[config.mk]
export PLATFORM = sky130hd
export DESIGN_NAME = leitor_teclado
export DESIGN_NICKNAME = d
export VERILOG_FILES = /design/src/rtl/leitor_teclado_pkg.sv /design/src/rtl/leitor_teclado_sincronizador.sv /design/src/rtl/leitor_teclado.sv
export SDC_FILE = /design/constraint.sdc
export NUM_CORES = 1
export LEC_CHECK = 0
export ABC_AREA = 1
export BUFFER_PORTS_ARGS = -buffer_cell sky130_fd_sc_hd__clkbuf_2
export CORE_AREA = 2 2 57 59
export DETAILED_ROUTE_END_ITERATION = 10
export DIE_AREA = 0 0 59 61
export PLACE_DENSITY = 0.74
export SYNTH_ARGS = -nofsm -noshare
export SYNTH_HDL_FRONTEND = slang
export SYNTH_SLANG_ARGS = --single-unit
[constraint.sdc]
create_clock -name clk -period 3.8 [get_ports clk]
set_input_delay 0.38 -clock clk [delete_from_list [all_inputs] [get_ports clk]]
set_output_delay 0.38 -clock clk [all_outputs]
set_load 0.005 [all_outputs]
[src/rtl/leitor_teclado_pkg.sv]
// ============================================================================
// leitor_teclado_pkg: shared types, key codes and helpers for the keypad reader
// Rev 1.0
// ============================================================================
`timescale 1ns/1ps
`default_nettype none

package leitor_teclado_pkg;

  typedef enum logic [1:0] {
    VARRE    = 2'd0,
    CONFIRMA = 2'd1,
    EMITE    = 2'd2,
    SOLTA    = 2'd3
  } estado_t;

  localparam logic [3:0] TECLA_ASTERISCO = 4'hA;
  localparam logic [3:0] TECLA_CERQUILHA = 4'hB;

  // Rows 0..2 form the 1..9 block; row 3 holds *, 0, #.
  function automatic logic [3:0] mapeia_tecla(input logic [1:0] row, input logic [1:0] col);
    logic [3:0] codigo;
    codigo = 4'h0;
    if (row == 2'd3) begin
      case (col)
        2'd0:    codigo = TECLA_ASTERISCO;
        2'd1:    codigo = 4'h0;
        default: codigo = TECLA_CERQUILHA;
      endcase
    end else begin
      codigo = ({2'b00, row} * 4'd3) + {2'b00, col} + 4'd1;
    end
    return codigo;
  endfunction

  function automatic logic [1:0] proxima_coluna(input logic [1:0] col);
    return (col >= 2'd2) ? 2'd0 : col + 2'd1;
  endfunction

endpackage

`default_nettype wire

[src/rtl/leitor_teclado_sincronizador.sv]
// ============================================================================
// sincronizador: two-flop synchroniser, async active-low reset to all-ones
// Rev 1.0
// ============================================================================
`timescale 1ns/1ps
`default_nettype none

module sincronizador #(
  parameter int WIDTH = 4
) (
  input  logic             clk,
  input  logic             reset,
  input  logic [WIDTH-1:0] d,
  output logic [WIDTH-1:0] q
);

  logic [WIDTH-1:0] meta_q, meta_d;
  logic [WIDTH-1:0] sinc_q, sinc_d;

  always_comb begin
    meta_d = d;
    sinc_d = meta_q;
  end

  always_ff @(posedge clk or negedge reset) begin
    if (!reset) begin
      meta_q <= '1;
      sinc_q <= '1;
    end else begin
      meta_q <= meta_d;
      sinc_q <= sinc_d;
    end
  end

  assign q = sinc_q;

endmodule

`default_nettype wire

[src/rtl/leitor_teclado.sv]
// ============================================================================
// leitor_teclado: 4x3 matrix keypad scanner, debouncer and key encoder
// Optional auto-repeat: define LEITOR_TECLADO_REPETE_EN.   Rev 1.0
// ============================================================================
`timescale 1ns/1ps
`default_nettype none

module leitor_teclado
  import leitor_teclado_pkg::*;
#(
  parameter int SCAN_CYCLES     = 2,
  parameter int DEBOUNCE_CYCLES = 4,
  parameter int REPEAT_CYCLES   = 16
) (
  input  logic       clk,
  input  logic       reset,
  input  logic [3:0] linhas,
  output logic [2:0] colunas,
  output logic [3:0] numero,
  output logic       insere
);

  localparam int SW = $clog2(SCAN_CYCLES) + 1;
  localparam int DW = $clog2(DEBOUNCE_CYCLES) + 1;
  localparam logic [SW-1:0] SCAN_ULT = SW'(SCAN_CYCLES - 1);
  localparam logic [DW-1:0] DEB_ULT  = DW'(DEBOUNCE_CYCLES - 1);

  if (SCAN_CYCLES < 2) begin : g_scan_invalido
    $error("SCAN_CYCLES must be at least 2");
  end
  if (DEBOUNCE_CYCLES < 1) begin : g_deb_invalido
    $error("DEBOUNCE_CYCLES must be at least 1");
  end
  if (REPEAT_CYCLES < 2) begin : g_rep_invalido
    $error("REPEAT_CYCLES must be at least 2");
  end

  logic [3:0] ls;

  sincronizador #(.WIDTH(4)) u_sinc (
    .clk   (clk),
    .reset (reset),
    .d     (linhas),
    .q     (ls)
  );

  estado_t       estado_q, estado_d;
  logic [1:0]    col_q, col_d;
  logic [SW-1:0] scan_q, scan_d;
  logic [DW-1:0] deb_q, deb_d;
  logic [1:0]    linha_q, linha_d;
  logic [3:0]    padrao_q, padrao_d;
  logic [3:0]    numero_q, numero_d;
  logic          insere_q, insere_d;

`ifdef LEITOR_TECLADO_REPETE_EN
  localparam int RW = $clog2(REPEAT_CYCLES) + 1;
  localparam logic [RW-1:0] REP_ULT = RW'(REPEAT_CYCLES - 1);
  logic [RW-1:0] rep_q, rep_d;
`endif

  logic       um_baixo;
  logic [1:0] linha_det;

  always_comb begin
    um_baixo  = 1'b1;
    linha_det = 2'd0;
    case (ls)
      4'b1110: linha_det = 2'd0;
      4'b1101: linha_det = 2'd1;
      4'b1011: linha_det = 2'd2;
      4'b0111: linha_det = 2'd3;
      default: um_baixo  = 1'b0;
    endcase
  end

  always_comb begin
    estado_d = estado_q;
    col_d    = col_q;
    scan_d   = scan_q;
    deb_d    = deb_q;
    linha_d  = linha_q;
    padrao_d = padrao_q;
    numero_d = numero_q;
    insere_d = 1'b0;
`ifdef LEITOR_TECLADO_REPETE_EN
    rep_d    = rep_q;
`endif

    case (estado_q)
      VARRE: begin
        if (scan_q >= SCAN_ULT) begin
          scan_d = '0;
          if (um_baixo) begin
            linha_d  = linha_det;
            padrao_d = ls;
            deb_d    = '0;
            estado_d = CONFIRMA;
          end else begin
            col_d = proxima_coluna(col_q);
          end
        end else begin
          scan_d = scan_q + SW'(1);
        end
      end

      CONFIRMA: begin
        if (ls == padrao_q) begin
          if (deb_q >= DEB_ULT) begin
            deb_d    = '0;
            estado_d = EMITE;
            numero_d = mapeia_tecla(linha_q, col_q);
            insere_d = 1'b1;
          end else begin
            deb_d = deb_q + DW'(1);
          end
        end else begin
          deb_d    = '0;
          scan_d   = '0;
          col_d    = proxima_coluna(col_q);
          estado_d = VARRE;
        end
      end

      EMITE: begin
        deb_d    = '0;
        estado_d = SOLTA;
`ifdef LEITOR_TECLADO_REPETE_EN
        // The strobe cycle already counts as one held cycle, so the period is exact.
        rep_d    = RW'(1);
`endif
      end

      SOLTA: begin
        if (ls == 4'hF) begin
          if (deb_q >= DEB_ULT) begin
            deb_d    = '0;
            scan_d   = '0;
            col_d    = 2'd0;
            estado_d = VARRE;
          end else begin
            deb_d = deb_q + DW'(1);
          end
        end else begin
          deb_d = '0;
        end
`ifdef LEITOR_TECLADO_REPETE_EN
        if (ls == padrao_q) begin
          if (rep_q >= REP_ULT) begin
            rep_d    = '0;
            estado_d = EMITE;
            insere_d = 1'b1;
          end else begin
            rep_d = rep_q + RW'(1);
          end
        end else begin
          rep_d = '0;
        end
`endif
      end

      default: estado_d = VARRE;
    endcase
  end

  always_ff @(posedge clk or negedge reset) begin
    if (!reset) begin
      estado_q <= VARRE;
      col_q    <= 2'd0;
      scan_q   <= '0;
      deb_q    <= '0;
      linha_q  <= 2'd0;
      padrao_q <= 4'hF;
      numero_q <= 4'h0;
      insere_q <= 1'b0;
`ifdef LEITOR_TECLADO_REPETE_EN
      rep_q    <= '0;
`endif
    end else begin
      estado_q <= estado_d;
      col_q    <= col_d;
      scan_q   <= scan_d;
      deb_q    <= deb_d;
      linha_q  <= linha_d;
      padrao_q <= padrao_d;
      numero_q <= numero_d;
      insere_q <= insere_d;
`ifdef LEITOR_TECLADO_REPETE_EN
      rep_q    <= rep_d;
`endif
    end
  end

  // Columns follow the next-state column so the row lines have settled through
  // the synchroniser by the time the last cycle of each slot samples them.
  assign colunas = ~(3'b001 << col_d);
  assign numero  = numero_q;
  assign insere  = insere_q;

endmodule

`default_nettype wire

==> flow_metrics.env <==
export IMPL_cp_required_ns=3.42
export IMPL_final_setup_viol_count=0
export IMPL_drt_iter0_drc=42
export IMPL_io_buffer_count=13
export IMPL_synth_area_um2=1554
export IMPL_p_per_area_nw_per_um2=647.4
export IMPL_via_per_inst=5.127
export IMPL_max_cap_viol_count=0
export IMPL_hold_buffers=0
export IMPL_start_util_pct=52.63
export IMPL_start_kind="register"
export IMPL_htreeDepth=1
export IMPL_rsz0062_at_grt="no"
export IMPL_cpPeakStageDelay_ns=0.43
export IMPL_grt_pass1_wl_um=4540
export IMPL_slew_violations=0
export IMPL_yosysTopAreaCell="dfrtp_1"
export IMPL_use_met2_pct=28.25
export IMPL_path_cells="ha_1 -> ha_1 -> nor2_1 -> nand2_1 -> nand2_2 -> nand2_1 -> nand2_1 -> a21oi_2 -> nand2_1 -> nand2_2 -> inv_2 -> nand2_1 -> clkbuf_2"
export IMPL_n_antenna_cell=0
export IMPL_dp_hpwl_um=2060
export IMPL_synth_cells=179
export IMPL_clock_sinks=28
export IMPL_area_growth_pct=7.810
export IMPL_violations="design-rule violations"
export IMPL_grt_max_degree=29
export IMPL_globalRouteOverflowTotal=0
export IMPL_antenna_found_initial=0
export IMPL_ys_seq_elements=28
export IMPL_final_hold_viol_count=0
export IMPL_cts_tree="built"
export IMPL_clock_root_buffer="clkbuf_4"
export IMPL_avgSynthCellArea_um2=8.682
export IMPL_antenna_left=0
export IMPL_clk_latency_ns=0.32
export IMPL_p_leak_uw=0.0008923
export IMPL_via_count=1169
export IMPL_wire_per_inst_um=11.28
export IMPL_status="finished with violations"
export IMPL_critical_path_class="reg2out"
export IMPL_hold_path_class="in2async"
export IMPL_clock_fmax_mhz=428.8
export IMPL_post_route_drc_count=1
export IMPL_ys_seq_area_share_pct=46.05
export IMPL_grt_pass1_vias=1104
export IMPL_grt_total_usage_pct=16.64
export IMPL_worst_ep_arrival_time_ns=1.95
export IMPL_grt_use_met3_pct=2.772
export IMPL_post_cts_buffers=0
export IMPL_area_sequential_um2=715.7
export IMPL_post_cts_resized=0
export IMPL_synth_distinct_cells=27
export IMPL_crit_top_cell="nand2_1"
export IMPL_core_um2=2953
export IMPL_critPathBufInv=2
export IMPL_peakVddDrop_uv=283.2
export IMPL_clk_pin_slew_ns=0.14
export IMPL_dp_slack_ns=1.855
export IMPL_drtPass1Iterations=9
export IMPL_multi_input_area_um2=718.2
export IMPL_dp_cells=224
export IMPL_synth_top_area_share_pct=25.76
export IMPL_setup_slack_ns=1.468
export IMPL_cpMaxStageDelayCell="dfrtp_1"
export IMPL_place_gp_congestion=0.7989
export IMPL_placementRows=20
export IMPL_die_x_um=59
export IMPL_fin_nets=212
export IMPL_yosys_warnings=0
export IMPL_cts_inserted_buffers=3
export IMPL_drive_gt1_share_pct=28.72
export IMPL_met1_usage_pct=20.81
export IMPL_worst_pin_slew_ns=0.6549
export IMPL_max_slew_margin_pct=56.34
export IMPL_min_period_ns=2.332
export IMPL_ios=14
export IMPL_finalNonFillerCells=228
export IMPL_crit_fanout=3
export IMPL_cp_top_family="simple AND/OR/NAND/NOR gates"
export IMPL_grt_busiest_layer="met2"
export IMPL_synth_nets=195
export IMPL_clockBufferDepth=2
export IMPL_fin_skew_ns=0.003456
export IMPL_drt_total_wl_um=2572
export IMPL_synth_area_leaders="dfrtp_1, dfstp_2, nand2_1"
export IMPL_setup_tns_ns=0
export IMPL_cp_end_kind="primary output"
export IMPL_die_area_um2=3599
export IMPL_fillers=259
export IMPL_die_h_um=61
export IMPL_timing_final_crit_share_pct=61.37
-- power by group --
| group | internal [uW] | switching [uW] |
|---|---|---|
| Sequential | 375 | 59.9 |
| Combinational | 207 | 321 |
| Clock | 41.2 | 81.3 |
| Total | 622 | 462 |
-- worst register-to-register path, stage by stage, from the launching register on --
cell	delay, ns
dfrtp_1	0.51
fa_1	0.56
fa_1	0.44
nor2_1	0.13
nor2_1	0.05
nand3_1	0.08
nand2_1	0.05
-- kinds of logic after synthesis --
kind of cell	Yosys count	synth area share (%)
simple gates	89	28.42
buf+inv	30	7.730
flops	28	46.05
compound gates	22	8.777
fa+ha+maj	10	9.018
-- layer usage --
metal / wire length, um / part of all wire, %
met4: 0 / 0
met3: 89 / 3.5
met2: 1263 / 49
met5: 0 / 0
met1: 1220 / 47
-- Yosys cell counts --
master,n
nand2_2,7
o21ai_0,2
o21ai_2,1
nand4_1,3
inv_1,21
nand3_4,1
dfrtp_1,16
nand3_1,6
a21oi_1,2
fa_1,2
nor2_8,1
inv_2,7
a21boi_0,1
a31oi_1,4
nor2_4,2
dfstp_2,12
clkinv_1,1
nand2_1,55
nor2_1,8
nor2_2,2
buf_6,1
o211ai_1,1
ha_1,8
a21oi_2,3
o21ai_1,7
o22ai_1,1
nand3_2,4
-- final timing paths --
check	from	end	slack [ns]	cells after the start
worst min register to register	u_sinc.meta_q[3]	u_sinc.q[3]	0.36	0
max in group asynchronous	reset	linha_q[1]	3.33	1
worst max register to register	col_q[1]	numero[2]	1.88	6
worst max-delay path	deb_q[0]	colunas[1]	1.47	13
worst min-delay path	reset	deb_q[2]	0.05	1
min in group clk	linhas[0]	u_sinc.meta_q[0]	0.11	1
-- placed cells by master, fill, tap and decap left out, types with 3 or more instances in the layout --
cell type,instances
nand2_1,55
a21oi_2,3
inv_2,7
inv_1,21
dfrtp_1,16
nor2_1,8
clkbuf_4,3
clkbuf_2,13
nand3_1,6
a31oi_1,4
dfstp_2,12
o21ai_1,7
nand2_2,7
nand3_2,4
nand4_1,3
ha_1,8
-- stage by stage --
| step | instance area, um2 | total power, uW | hold slack, ns | util, % |
|---|---|---|---|---|
| after global placement | 1649 | 935.1 | 0.3474 | 55.85 |
| after detailed placement | 1649 | 970.0 | 0.3476 | 55.85 |
| final | 1675 | 1085 | 0.05480 | 56.74 |
| after global routing | 1675 | 1199 | 0.08650 | 56.74 |
| after floorplan | 1554 | 842.8 | 0.08441 | - |
| after CTS | 1675 | 1095 | 0.06397 | 56.74 |
-- registers in the layout (all words and copies together) (netlist names), named ones only --
signal / flops
linha_q: 2
padrao_q: 4
col_q: 2
insere: 1
scan_q: 2
u_sinc.meta_q: 4
deb_q: 3
estado_q: 1
numero: 4
u_sinc.q: 4
-- area by class of cell --
class | count | share of cell area (%)
Clock buffer | 4 | 1.568
Inverter | 29 | 6.497
Multi-Input combinational cell | 121 | 42.87
Sequential cell | 28 | 42.72
Tap cell | 33 | 2.465
Timing Repair Buffer | 13 | 3.883
Note: power is estimated with default switching activity, not from simulation.
